===== config.mk =====
export PLATFORM = sky130hd
export DESIGN_NAME = piece_renderer
export DESIGN_NICKNAME = d
export VERILOG_FILES = /design/src/rtl/gobang_pkg.sv /design/src/rtl/grid_axis_tracker.sv /design/src/rtl/piece_renderer.sv
export SDC_FILE = /design/constraint.sdc
export NUM_CORES = 1
export LEC_CHECK = 0
export CORE_ASPECT_RATIO = 0.75
export CORE_MARGIN = 1
export CORE_UTILIZATION = 61
export DETAILED_ROUTE_END_ITERATION = 16
export PLACE_DENSITY = 0.9
export SYNTH_ARGS = -nofsm -noshare
export SYNTH_HDL_FRONTEND = slang
export SYNTH_HIERARCHICAL = 1
export SYNTH_SLANG_ARGS = --single-unit

===== constraint.sdc =====
create_clock -name clk -period 12.9 [get_ports clk]
set_clock_uncertainty 0.1 [all_clocks]
set_input_delay 2.58 -clock clk [delete_from_list [all_inputs] [get_ports clk]]
set_output_delay 2.58 -clock clk [all_outputs]
set_load 0.02 [all_outputs]

===== src/rtl/gobang_pkg.sv =====
// Gobang renderer shared types: board geometry, cell-state and pixel-code encodings.
// Shared by the piece renderer and its axis trackers.
package gobang_pkg;

  localparam int BOARD_N   = 15;
  localparam int GRID_SIZE = 31;
  localparam int ORIGIN_X  = 102;
  localparam int ORIGIN_Y  = 23;

  typedef enum logic [1:0] {
    CELL_EMPTY = 2'b00,
    CELL_BLACK = 2'b01,
    CELL_WHITE = 2'b10,
    CELL_RSVD  = 2'b11
  } cell_t;

  typedef enum logic [1:0] {
    PIX_NONE  = 2'd0,
    PIX_BLACK = 2'd1,
    PIX_WHITE = 2'd2,
    PIX_RING  = 2'd3
  } pix_t;

  function automatic logic is_stone(input cell_t c);
    return (c == CELL_BLACK) || (c == CELL_WHITE);
  endfunction

  function automatic pix_t stone_code(input cell_t c);
    return (c == CELL_BLACK) ? PIX_BLACK : PIX_WHITE;
  endfunction

endpackage


===== src/rtl/grid_axis_tracker.sv =====
// Incremental board-axis tracker: cell index, phase within the cell, in-range flag.
// Outputs are the values for the current sample; the register keeps them for the next one.
module grid_axis_tracker #(
  parameter int COUNT  = 15,
  parameter int PERIOD = 31,
  parameter int IDX_W  = 4,
  parameter int PH_W   = 5
) (
  input  logic             clk,
  input  logic             rst_n,
  input  logic             start,
  input  logic             adv,
  input  logic             clr,
  output logic [IDX_W-1:0] index,
  output logic [PH_W-1:0]  phase,
  output logic             in_range
);

  localparam logic [PH_W-1:0]  PH_LAST  = PH_W'(PERIOD - 1);
  localparam logic [IDX_W-1:0] IDX_LAST = IDX_W'(COUNT - 1);

  logic [IDX_W-1:0] idx_q;
  logic [PH_W-1:0]  ph_q;
  logic             in_q;

  // Next position: start beats clear, clear beats advance.
  always_comb begin
    index    = idx_q;
    phase    = ph_q;
    in_range = in_q;
    if (start) begin
      index    = '0;
      phase    = '0;
      in_range = 1'b1;
    end else if (clr) begin
      in_range = 1'b0;
    end else if (adv && in_q) begin
      if (ph_q == PH_LAST) begin
        phase = '0;
        if (idx_q == IDX_LAST) begin
          in_range = 1'b0;
        end else begin
          index = idx_q + 1'b1;
        end
      end else begin
        phase = ph_q + 1'b1;
      end
    end
  end

  // Hold the position between samples.
  always_ff @(posedge clk) begin
    if (!rst_n) begin
      idx_q <= '0;
      ph_q  <= '0;
      in_q  <= 1'b0;
    end else begin
      idx_q <= index;
      ph_q  <= phase;
      in_q  <= in_range;
    end
  end

endmodule


===== src/rtl/piece_renderer.sv =====
// Pipelined Gobang stone renderer: raster position -> board cell -> stone code, 3 clk.
// Define PIECE_CURSOR_RING_EN to draw a ring around the empty cursor cell.
module piece_renderer #(
  parameter int BOARD_N   = gobang_pkg::BOARD_N,
  parameter int GRID_SIZE = gobang_pkg::GRID_SIZE,
  parameter int ORIGIN_X  = gobang_pkg::ORIGIN_X,
  parameter int ORIGIN_Y  = gobang_pkg::ORIGIN_Y,
  parameter int RADIUS    = 15,
  parameter int ADDR_W    = 8
) (
  input  logic              clk,
  input  logic              rst_n,
  input  logic              de,
  input  logic [9:0]        x,
  input  logic [9:0]        y,
  input  logic              line_start,
  input  logic              frame_start,
  output logic [ADDR_W-1:0] ram_addr,
  input  logic [1:0]        ram_data,
  input  logic [3:0]        cursor_row,
  input  logic [3:0]        cursor_col,
  output logic              out_valid,
  output logic [1:0]        pix_code
);

  import gobang_pkg::*;

  localparam int HALF  = GRID_SIZE / 2;
  localparam int IDX_W = $clog2(BOARD_N);
  localparam int PH_W  = $clog2(GRID_SIZE);
  localparam int OFF_W = PH_W + 1;
  localparam int SQ_W  = 2 * OFF_W;
  localparam int D2_W  = SQ_W + 1;

  localparam logic [9:0] X_START = 10'(ORIGIN_X - HALF);
  localparam logic [9:0] Y_START = 10'(ORIGIN_Y - HALF);
  localparam logic signed [OFF_W-1:0] HALF_S = OFF_W'(HALF);
  localparam logic [D2_W-1:0] R2 = D2_W'(RADIUS * RADIUS);

  // Stage 0: trackers
  logic [IDX_W-1:0] col0, row0;
  logic [PH_W-1:0]  xph0, yph0;
  logic             xin0, yin0;
  logic             x_start, y_start;

  assign x_start = de && (x == X_START);
  assign y_start = line_start && (y == Y_START);

  grid_axis_tracker #(
    .COUNT  (BOARD_N),
    .PERIOD (GRID_SIZE),
    .IDX_W  (IDX_W),
    .PH_W   (PH_W)
  ) u_x_trk (
    .clk      (clk),
    .rst_n    (rst_n),
    .start    (x_start),
    .adv      (de),
    .clr      (line_start),
    .index    (col0),
    .phase    (xph0),
    .in_range (xin0)
  );

  grid_axis_tracker #(
    .COUNT  (BOARD_N),
    .PERIOD (GRID_SIZE),
    .IDX_W  (IDX_W),
    .PH_W   (PH_W)
  ) u_y_trk (
    .clk      (clk),
    .rst_n    (rst_n),
    .start    (y_start),
    .adv      (line_start),
    .clr      (frame_start),
    .index    (row0),
    .phase    (yph0),
    .in_range (yin0)
  );

  logic signed [OFF_W-1:0] dx0, dy0;
  logic [ADDR_W-1:0]       addr0;

  assign dx0   = $signed({1'b0, xph0}) - HALF_S;
  assign dy0   = $signed({1'b0, yph0}) - HALF_S;
  assign addr0 = ADDR_W'(row0) * ADDR_W'(BOARD_N) + ADDR_W'(col0);

  // Stage 1 registers
  logic                    valid1, inside1;
  logic signed [OFF_W-1:0] dx1, dy1;

  // Stage 1: latch offsets and issue the board RAM read.
  always_ff @(posedge clk) begin
    if (!rst_n) begin
      valid1   <= 1'b0;
      inside1  <= 1'b0;
      dx1      <= '0;
      dy1      <= '0;
      ram_addr <= '0;
    end else begin
      valid1  <= de;
      inside1 <= xin0 && yin0;
      dx1     <= dx0;
      dy1     <= dy0;
      if (xin0 && yin0) begin
        ram_addr <= addr0;
      end
    end
  end

  // Stage 2 squares
  logic signed [SQ_W-1:0] dx_ext, dy_ext;
  logic signed [SQ_W-1:0] dx_sq, dy_sq;

  assign dx_ext = SQ_W'(dx1);
  assign dy_ext = SQ_W'(dy1);
  assign dx_sq  = dx_ext * dx_ext;
  assign dy_sq  = dy_ext * dy_ext;

  logic            valid2, inside2;
  cell_t           state2;
  logic [SQ_W-1:0] dx2sq, dy2sq;

  // Stage 2: capture cell state and squared offsets.
  always_ff @(posedge clk) begin
    if (!rst_n) begin
      valid2  <= 1'b0;
      inside2 <= 1'b0;
      state2  <= CELL_EMPTY;
      dx2sq   <= '0;
      dy2sq   <= '0;
    end else begin
      valid2  <= valid1;
      inside2 <= inside1;
      state2  <= cell_t'(ram_data);
      dx2sq   <= $unsigned(dx_sq);
      dy2sq   <= $unsigned(dy_sq);
    end
  end

`ifdef PIECE_CURSOR_RING_EN
  localparam logic [D2_W-1:0] RIN2 = D2_W'((RADIUS - 2) * (RADIUS - 2));

  logic [IDX_W-1:0] row1, col1;
  logic             hit2;
  logic             hit1;

  assign hit1 = (int'(cursor_row) < BOARD_N)
             && (int'(cursor_col) < BOARD_N)
             && (int'(cursor_row) == int'(row1))
             && (int'(cursor_col) == int'(col1));

  // Cursor path: carry the cell index and compare against the cursor.
  always_ff @(posedge clk) begin
    if (!rst_n) begin
      row1 <= '0;
      col1 <= '0;
      hit2 <= 1'b0;
    end else begin
      row1 <= row0;
      col1 <= col0;
      hit2 <= hit1;
    end
  end
`else
  logic unused_cursor;
  assign unused_cursor = ^{cursor_row, cursor_col};
`endif

  // Stage 3 decision
  logic [D2_W-1:0] d2;
  logic            in_disc;
  pix_t            code;

  assign d2      = D2_W'(dx2sq) + D2_W'(dy2sq);
  assign in_disc = d2 <= R2;

  // Stones override the cursor ring.
  always_comb begin
    code = PIX_NONE;
    if (inside2 && in_disc && is_stone(state2)) begin
      code = stone_code(state2);
    end
`ifdef PIECE_CURSOR_RING_EN
    else if (inside2 && hit2 && in_disc && (d2 > RIN2)) begin
      code = PIX_RING;
    end
`endif
  end

  // Stage 3: registered outputs, blank when the slot carried no pixel.
  always_ff @(posedge clk) begin
    if (!rst_n) begin
      out_valid <= 1'b0;
      pix_code  <= PIX_NONE;
    end else begin
      out_valid <= valid2;
      pix_code  <= valid2 ? code : PIX_NONE;
    end
  end

endmodule


### After elaboration in Yosys (flattened, before gate mapping)

Cells that the tools add are included.

| storage, ports and cells | value |
|---|---|
| input port bits | 35 |
| output and inout bits | 11 |
| word-level logic and storage cells | 76 |
| bits in registers | 73 |

| operators by class | value |
|---|---|
| $lt $le $gt $ge | 1 |
| equal/unequal tests | 8 |
| muxes and demuxes | 29 |
| reductions and logical operators | 9 |
| add/sub/neg operators | 8 |
| multiply operators | 3 |

Operators by type and width:

| operator | count |
|---|---|
| 4-bit two-way mux | 10 |
| 5-bit two-way mux | 8 |
| 6-bit by 6-bit multiplier with 12-bit output | 2 |
| 12-bit by 12-bit adder with 13-bit output | 1 |
| 13-bit by 8-bit less-or-equal comparator with 1-bit output, second input constant | 1 |
| 5-bit by 4-bit subtractor with 6-bit output, second input constant | 2 |
| 5-bit by 1-bit adder with 5-bit output, second input constant | 2 |
| 10-bit by 4-bit equality test with 1-bit output, second input constant | 1 |
| 10-bit by 7-bit equality test with 1-bit output, second input constant | 1 |
| 5-bit equality test, second input constant | 2 |
| 1-bit two-way mux | 10 |
| 4-bit by 1-bit adder with 4-bit output, second input constant | 2 |
| 8-bit by 4-bit adder with 8-bit output | 1 |
| 4-bit equality test, second input constant | 2 |
| 4-bit by 4-bit multiplier with 8-bit output, second input constant | 1 |
| 1-bit logical AND | 7 |
| 3-bit AND reduction | 1 |
| 2-bit by 1-bit equality test with 1-bit output, second input constant | 1 |
| 2-bit equality test, second input constant | 1 |
| 2-bit two-way mux | 1 |
| 1-bit logical OR | 1 |

### Longest topological paths before layout

Gate-level depths: netlist of the first run.

| logic depth | value |
|---|---|
| depth after elaboration | 8 |
| gate-level depth with buffers | 17 |
| mapped depth without buffers | 17 |

### By module

Netlist of the first run, hierarchy kept.

Modules (own cells, without submodules):

| module | instances | area each (um^2) | cells each |
|---|---|---|---|
| piece_renderer | 1 | 4,634.4 | 487 |
| grid_axis_tracker | 2 | 664.4 | 76 |

### Least setup slack after synthesis of the first run

No wires, ideal clock.

| timing path | value |
|---|---|
| path type | in2reg |
| start point | in y[1] |
| end point | reg ram_addr[7] |
| library setup time | 0.127 ns |
| data required time | 12.673 ns |
| buffers on the path | 1 |
| arrival | 6.344 ns |
| stages | 17 |
| path slack | 6.329 ns |
| cells stage by stage | nor4_1 nand4_1 nor4_1 clkbuf_1 a311oi_1 fa_1 inv_1 fa_1 fa_1 inv_1 ha_1 a21o_1 a21oi_1 o21bai_1 a21oi_1 xnor2_1 a21oi_1 |

| between the ends | value |
|---|---|
| word-level cells in the longest chain between the ends | 5 |
| elaborated cells on any way between the ends | 7 |
| those cells by class | add/sub (1); mul (1); eq/ne (1); mux (2); reduce/logical (2) |

RTL lines:

| what | line | source |
|---|---|---|
| start, declared | piece_renderer.sv:15 | `input logic [9:0] y,` |
| 10-bit by 4-bit equality test with 1-bit output | piece_renderer.sv:47 | `assign y_start = line_start && (y == Y_START);` |
| 1-bit logical AND | piece_renderer.sv:47 |  |
| net y_start | piece_renderer.sv:44 | `logic x_start, y_start;` |
| 4-bit two-way mux | grid_axis_tracker.sv:31 | `if (start) begin` |
| net row0[2] | piece_renderer.sv:41 | `logic [IDX_W-1:0] col0, row0;` |
| 4-bit by 4-bit multiplier with 8-bit output | piece_renderer.sv:86 | `assign addr0 = ADDR_W'(row0) * ADDR_W'(BOARD_N) + ADDR_W'(col0);` |
| 8-bit by 4-bit adder with 8-bit output | piece_renderer.sv:86 |  |
| end signal, assigned | piece_renderer.sv:106 | `ram_addr <= addr0;` |
| end, declared | piece_renderer.sv:18 | `output logic [ADDR_W-1:0] ram_addr,` |

The timed path passes the listed nets, and every way through them passes these cells.
A chain may end at the register's enable or synchronous reset.

### Worst setup path in the final report of the first run

| timing path | value |
|---|---|
| start point | in line_start |
| end point | reg ram_addr[7] |

| between the ends | value |
|---|---|
| elaborated cells on any way between the ends | 15 |
| those cells by class | add/sub (1); mul (1); mux (10); reduce/logical (3) |

RTL lines:

| what | line | source |
|---|---|---|
| start, declared | piece_renderer.sv:16 | `input logic line_start,` |
| 1-bit logical AND | piece_renderer.sv:47 |  |
| net y_start | piece_renderer.sv:44 |  |
| 4-bit two-way mux | grid_axis_tracker.sv:31 |  |
| net row0[2] | piece_renderer.sv:41 |  |
| 4-bit by 4-bit multiplier with 8-bit output | piece_renderer.sv:86 |  |
| 8-bit by 4-bit adder with 8-bit output | piece_renderer.sv:86 |  |

The timed path passes the listed nets, and every way through them passes these cells.

==> run summary, run 1 <==
Clock insertion delay at the later pin of the skew report -> 0.34 ns
CTS sink count -> 71
Biggest fanout along the worst timing path -> 13
Root buffer selected by CTS -> clkbuf_16
Filler cells -> 662
Path type of the worst min-delay path -> flop to flop
Internal cell power -> 0.490 mW
Actual slew at the worst max-slew pin -> 1.16 ns
Initial antenna violation count -> 0
Number of instances on the worst hold path -> 1
CORE AREA -> 0.00927 mm^2
Final setup violation count -> 0
Max-slew violations -> 0
Wirelength per Cell -> 15.7 um
Number of buffers inserted for hold repair after clock tree synthesis -> 0
Remaining global-route overflow -> 0
Count of yosys warnings during synthesis -> 6
Starting density of the core -> 0.643
Seq pwr share -> 0.351
Maximum buffer depth of the clock tree -> 2
Period utilisation layout -> 0.572
Setup TNS -> 0 ns
Share of flip-flops with an asynchronous set or reset after synthesis -> 0
Number of buffers created by CTS -> 9
Worst reg2reg path endpoint -> ram_addr[7]
Number of cells in the design after placement -> 789
DR vias -> 4609
IR drop worst, VDD -> 0.0000984 V
Worst path required time -> 13.02 ns
Count of cells resized by post-cts repair -> 0
Worst r2r src -> u_y_trk/ph_q[0]
Setup crit start kind -> input port
Hold path start -> inside1
Number of buffers inserted by post-CTS setup repair -> 0
Global-route wire length before repair -> 21800 um
Commonest register cell after synthesis -> dfxtp_1
Min Hold Slack -> 0.345 ns
Drt pass-1 iters -> 5
Achievable Freq -> 136 MHz
Synthesized flop and latch total -> 71
Critical path class -> input port to flop
Net Count, Synth -> 797
Post-layout total power -> 0.691 mW
Die outline area -> 0.0102 mm^2
Clock group share of total power -> 0.393
H-Tree Level Count -> 3
Post-synthesis instance total -> 639
Area post-placement -> 0.00643 mm^2
Final Hold Viols -> 0
CTS tree -> built
EDFF count, synth -> 0
Maximum number of pins on one net before global-route repair -> 58
Count of port buffers added during placement -> 37
Number of nets in the layout -> 830
Worst-case reg-to-reg path depth -> 17
Via-per-instance ratio -> 5.73
Antenna Nets Post-Route -> 0
Row count -> 30
Setup repair after global routing missed its margin -> no
Final WL -> 12700 um
Aggregate global-route resource usage -> 0.277
Die extent in x -> 116 um
Final instance count without filler cells -> 805
Arrival time at the worst endpoint -> 7.49 ns
Vias in the first global route -> 4881
Initial DRC Count -> 179
Combinational Power Share -> 0.255
Sequential area share after synthesis -> 0.238
Netlist cell types -> 57
Reg2Reg Setup Slack -> 7.49 ns
End point of the most critical hold path -> inside2
Synth Area per Inst -> 9.33 um^2
Final design instance area without fill -> 0.00676 mm^2
Floorplan die height -> 87.6 um
Fraction of final layout cells sized beyond drive strength 1 -> 0.0532
Slew HR -> 0.220
# IOs -> 46
Area growth, synth to finish -> 13.3%
Category of the worst setup path capture point -> flop
Leakage power figure -> 3.23 nW
Min Clock Period, post-route -> 7.38 ns
Ant. Diodes -> 0
Number of design rule violations left after detail routing -> 0
Psw -> 0.200 mW
Power per unit of standard cell area -> 102 mW/mm^2
Max-cap viol count -> 0
Dpl hpwl -> 9880 um
Clock-pin slew reported for the worst setup and hold paths after clock tree synthesis -> 0.06 ns
Synthesized area -> 0.00596 mm^2
Run status -> finished clean
Switching part of the total power -> 0.290
Placer congestion estimate -> 0.870
## placed cells by master (no fill, tap or decap), drive strengths merged, types with 3 or more instances in the layout
cell type	Yosys	layout
inv	86	88
ha	76	76
dfxtp	71	71
and2	48	48
fa	47	47
nand2	40	40
a21oi	40	40
clkdlybuf4s50	0	37
xnor2	25	25
nor2	24	24
nand3	14	14
xor2	12	12
a21o	11	11
clkbuf	11	10
o21ai	10	10
nor2b	8	8
mux2i	7	7
and3	7	7
nor3	7	7
nand4	7	7
and4	7	7
nand2b	6	6
a31oi	6	6
a41oi	6	6
nand4b	5	5
a211oi	5	5
o21bai	4	4
and3b	4	4
and4b	4	4
a311oi	4	4
nor4	3	3
o211ai	3	3
nand3b	3	3
a21boi	3	3
## layer usage
layer / GRT usage / routed length [um] / vias up / share of wire
li1: - / - / 2233 / -
met4: 0.118 / 282 / 0 / 0.022
met3: 0.0533 / 494 / 35 / 0.039
met5: 0 / 0 / - / 0
met1: 0.329 / 5320 / 2232 / 0.42
met2: 0.492 / 6560 / 109 / 0.52
## worst max path at each step
stage                     slack (ns)        from  cells after the start          end
after floorplan                 6.33        y[1]                     17  ram_addr[7]
after global placement          5.33  line_start                     17  ram_addr[7]
final                           5.52  line_start                     17  ram_addr[7]
after detailed placement        5.17  line_start                     17  ram_addr[7]
after global routing            5.14  line_start                     16  ram_addr[6]
after CTS                       5.52  line_start                     17  ram_addr[7]
## state kept, by name (all words and copies together) (netlist names)
| register | count |
|---|---|
| dx1 | 6 |
| dx2sq | 11 |
| dy1 | 6 |
| dy2sq | 11 |
| inside1 | 1 |
| inside2 | 1 |
| out_valid | 1 |
| pix_code | 2 |
| ram_addr | 8 |
| state2 | 2 |
| u_x_trk/idx_q | 4 |
| u_x_trk/in_q | 1 |
| u_x_trk/ph_q | 5 |
| u_y_trk/idx_q | 4 |
| u_y_trk/in_q | 1 |
| u_y_trk/ph_q | 5 |
| valid1 | 1 |
| valid2 | 1 |
## through the flow
| stage | utilization | setup WS, ns |
|---|---|---|
| 5_1_grt | 0.729 | 5.14 |
| 3_5_place_dp | 0.693 | 5.17 |
| 2_1_floorplan | - | 6.33 |
| 6_report | 0.729 | 5.52 |
| 4_1_cts | 0.729 | 5.52 |
| 3_3_place_gp | 0.693 | 5.33 |
## power by group through the flow
stage | Clock [mW] | Sequential, mW | Combinational, mW
floorplan | 0 | 0.243 | 0.137
detailed placement | 0 | 0.247 | 0.175
finish | 0.272 | 0.242 | 0.176
CTS | 0.276 | 0.242 | 0.177
global route | 0.284 | 0.243 | 0.201
global placement | 0 | 0.247 | 0.162
## cells by family (layout without fill, tap and decap cells)
logic type / after synthesis / after routing / share of synthesized area
AOI/OAI and AO/OA: 104 / 104 / 0.117
and+or+nand+nor: 193 / 193 / 0.192
DFF: 71 / 71 / 0.238
xor gates and xnor gates: 37 / 37 / 0.0543
adders and majority gates: 123 / 123 / 0.317
buffers and inverters: 103 / 141 / 0.0676
muxes: 8 / 8 / 0.0136
## worst max-delay path, cell delays in order
cell	delay (ns)
clkdlybuf4s50_1	0.67
nand4_1	0.22
nor4_1	0.06
buf_4	0.17
a311oi_1	0.89
fa_1	0.57
inv_1	0.12
fa_1	0.45
fa_1	0.49
inv_1	0.04
ha_1	0.33
a21o_1	0.17
a21oi_1	0.23
o21bai_1	0.10
a21oi_1	0.18
xnor2_1	0.13
a21oi_1	0.07
## synth_stat cells, types with 12 or more instances
| library cell | instances | share of area |
|---|---|---|
| fa_1 | 47 | 0.16 |
| xnor2_1 | 25 | 0.037 |
| nand2_1 | 40 | 0.025 |
| inv_1 | 86 | 0.054 |
| nor2_1 | 24 | 0.015 |
| dfxtp_1 | 71 | 0.24 |
| and2_1 | 48 | 0.050 |
| ha_1 | 76 | 0.16 |
| a21oi_1 | 39 | 0.033 |
| xor2_1 | 12 | 0.018 |
| nand3_1 | 14 | 0.012 |
## layout make-up
| cell class | count | area (um^2) | share of cell area |
|---|---|---|---|
| Timing Repair Buffer | 39 | 385 | 0.0570 |
| Multi-Input combinational cell | 465 | 4140 | 0.612 |
| Tap cell | 128 | 160 | 0.0237 |
| Sequential cell | 71 | 1420 | 0.210 |
| Clock inverter | 6 | 90.1 | 0.0133 |
| Clock buffer | 10 | 239 | 0.0354 |
| Inverter | 86 | 323 | 0.0478 |
No activity file was read; power rests on OpenSTA's default activity.
==> run 2: changes to the inputs <==
--- a/config.mk
+++ b/config.mk
@@ -7,9 +7,9 @@
 export LEC_CHECK = 0
 export CORE_ASPECT_RATIO = 0.75
 export CORE_MARGIN = 1
-export CORE_UTILIZATION = 61
+export CORE_UTILIZATION = 54
 export DETAILED_ROUTE_END_ITERATION = 16
-export PLACE_DENSITY = 0.9
+export PLACE_DENSITY = 0.85
 export SYNTH_ARGS = -nofsm -noshare
 export SYNTH_HDL_FRONTEND = slang
 export SYNTH_HIERARCHICAL = 1
==> constraint.sdc (replaced) <==
create_clock -name clk -period 6.15 [get_ports clk]
set_clock_uncertainty 0.1 [all_clocks]
set_input_delay 1.23 -clock clk [delete_from_list [all_inputs] [get_ports clk]]
set_output_delay 1.23 -clock clk [all_outputs]
set_load 0.02 [all_outputs]
==> run summary, run 2 (synthesis results as in run 1) <==
Most used cells in the layout excluding fill and tap cells -> inv_1, ha_1, dfxtp_1, and2_1, fa_1
Maximum number of pins on one net before global-route repair -> 58 (unchanged)
Initial DRC Count -> 196 (+9.5%)
Utilization after layout -> 0.645 (-0.0838)
Run status -> finished clean
Filler cells -> 802 (+21%)
Maximum buffer depth of the clock tree -> 2 (unchanged)
Setup crit start kind -> input port
Placer congestion estimate -> 0.863 (-0.82%)
Worst path required time -> 6.26 ns (-6.76 ns)
Final WL -> 12000 um (-5.3%)
CTS tree -> built
Final instance count without filler cells -> 817 (+1.5%)
CTS sink count -> 71 (unchanged)
List of cells traversed by the critical path -> clkdlybuf4s50_1 -> nand3b_1 -> or4_4 -> a21oi_1 -> fa_1 -> inv_1 -> fa_1 -> fa_1 -> inv_1 -> ha_1 -> a21o_1 -> a21oi_1 -> o21bai_1 -> a21oi_1 -> xnor2_1 -> a21oi_1
Antenna Nets Post-Route -> 0 (unchanged)
Ant. Diodes -> 0 (unchanged)
Vias in the first global route -> 4599 (-5.8%)
Final design instance area without fill -> 0.00677 mm^2 (+0.13%)
Initial antenna violation count -> 0 (unchanged)
Path type of the worst min-delay path -> flop to flop
Number of buffers inserted by post-CTS setup repair -> 0 (unchanged)
Library cell appearing most often on the critical path -> a21oi_1
Actual slew at the worst max-slew pin -> 0.465 ns (-0.698 ns)
Number of buffers inserted for hold repair after clock tree synthesis -> 0 (unchanged)
Final Hold Viols -> 0 (unchanged)
Area post-placement -> 0.00647 mm^2 (+0.62%)
Remaining global-route overflow -> 0 (unchanged)
Global-route wire length before repair -> 20900 um (-4.5%)
DR vias -> 4572 (-0.80%)
Row count -> 32 (+6.7%)
# IOs -> 46 (unchanged)
CORE AREA -> 0.0105 mm^2 (+13%)
Slew HR -> 0.690 (+0.471)
Number of cells in the design after placement -> 801 (+1.5%)
Number of nets in the layout -> 834 (+0.48%)
Clock insertion delay at the later pin of the skew report -> 0.34 ns (about the same)
Most common library cell in the layout ignoring fill and taps -> inv_1
Biggest regs -> dx2sq: 11 flops, dy2sq: 11 flops, ram_addr: 8 flops
Via-per-instance ratio -> 5.60 (-2.3%)
Leakage power figure -> 3.24 nW (+0.11%)
H-Tree Level Count -> 3 (unchanged)
Reg2Reg Setup Slack -> 1.31 ns (-6.18 ns)
GR met2 Demand/Resource -> 0.396 (-0.0967)
Drt pass-1 iters -> 5 (unchanged)
Period utilisation layout -> 0.910
Arrival time at the worst endpoint -> 5.71 ns (-1.78 ns)
GRT Max-Usage Layer -> met2
Biggest fanout along the worst timing path -> 5 (-8)
Category of the worst setup path capture point -> flop
Aggregate global-route resource usage -> 0.231 (-0.0459)
Area growth, synth to finish -> 13.5%
Final setup violation count -> 0 (unchanged)
Die extent in x -> 123 um (+6.2%)
Count of port buffers added during placement -> 37 (unchanged)
Count of cells resized by post-cts repair -> 0 (unchanged)
Achievable Freq -> 179 MHz
Die outline area -> 0.0115 mm^2 (+13%)
Max stage delay on crit path -> 0.53 ns (-0.36 ns)
Power per unit of standard cell area -> 206 mW/mm^2 (+100%)
Fraction of final layout cells sized beyond drive strength 1 -> 0.0587 (+0.00556)
Root buffer selected by CTS -> clkbuf_16
Global Route met3 Usage -> 0.0427 (-0.0106)
Starting density of the core -> 0.568 (-0.0747)
Met1 track demand over resource in global routing -> 0.296 (-0.0335)
Setup TNS -> 0 ns (unchanged)
Clock-pin slew reported for the worst setup and hold paths after clock tree synthesis -> 0.06 ns (about the same)
Wirelength per Cell -> 14.7 um (-6.7%)
Dpl hpwl -> 9400 um (-4.9%)
Max-slew violations -> 0 (unchanged)
Slowest cell on the critical path -> or4_4
Floorplan die height -> 93.0 um (+6.1%)
Number of buffers created by CTS -> 9 (unchanged)
Critical path class -> input port to flop
IR drop worst, VDD -> 0.000145 V (+47%)
Max-cap viol count -> 0 (unchanged)
Min Clock Period, post-route -> 5.60 ns
Setup repair after global routing missed its margin -> no
Number of design rule violations left after detail routing -> 0 (unchanged)
## run 2: cell types whose count changed in the layout (fill, tap and decap cells not counted), sizes merged
| cell | previous run | this run |
|---|---|---|
| clkinv | 1 | 3 |
| bufinv | 2 | 1 |
| clkbuf | 10 | 9 |
| inv | 88 | 87 |
| buf | 2 | 6 |
| clkinvlp | 1 | 2 |
## run 2: layout make-up
| class | instances | area (um^2) | area share |
|---|---|---|---|
| Clock inverter | 7 | 72.6 | 0.0107 |
| Timing Repair Buffer | 43 | 415 | 0.0614 |
| Tap cell | 136 | 170 | 0.0251 |
| Clock buffer | 9 | 225 | 0.0333 |
| Inverter | 86 | 323 | 0.0477 |
| Sequential cell | 71 | 1420 | 0.210 |
| Multi-Input combinational cell | 465 | 4140 | 0.612 |
## run 2: per-stage QoR
stage / hold slack (ns) / total power [mW] / worst slack [ns]
CTS: 0.330 / 1.41 / 0.535
global placement: 0.316 / 0.858 / 0.253
detailed placement: 0.317 / 0.884 / 0.211
global route: 0.358 / 1.48 / 0.238
finish: 0.329 / 1.40 / 0.551
floorplan: 0.312 / 0.797 / 0.929
## run 2: where the power goes
part | switching, mW | internal, mW | total [mW]
clock | 0.203 | 0.314 | 0.517
combinational | 0.198 | 0.172 | 0.370
sequential | 0.0197 | 0.490 | 0.509
total | 0.421 | 0.975 | 1.40
## run 2: worst max-delay path, delay by kind of cell
family                     cells  cell delay (ns)
xor gates and xnor gates       1             0.13
buffers and inverters          3             0.63
and+or+nand+nor                2             0.83
adders and majority gates      4             1.74
AOI/OAI and AO/OA              6             1.15
## run 2: worst paths after layout
| kind | cells past startpoint | to | startpoint |
|---|---|---|---|
| worst min-delay path | 1 | inside2 | inside1 |
| worst max-delay path | 16 | ram_addr[7] | frame_start |
| worst max register to register | 17 | ram_addr[7] | u_y_trk/ph_q[0] |
| worst min register to register | 1 | inside2 | inside1 |
## run 2: per-layer routing
metal	up-vias	routed length (um)
li1	2245	-
met2	114	5880
met1	2193	5440
met5	-	0
met3	20	463
met4	0	216
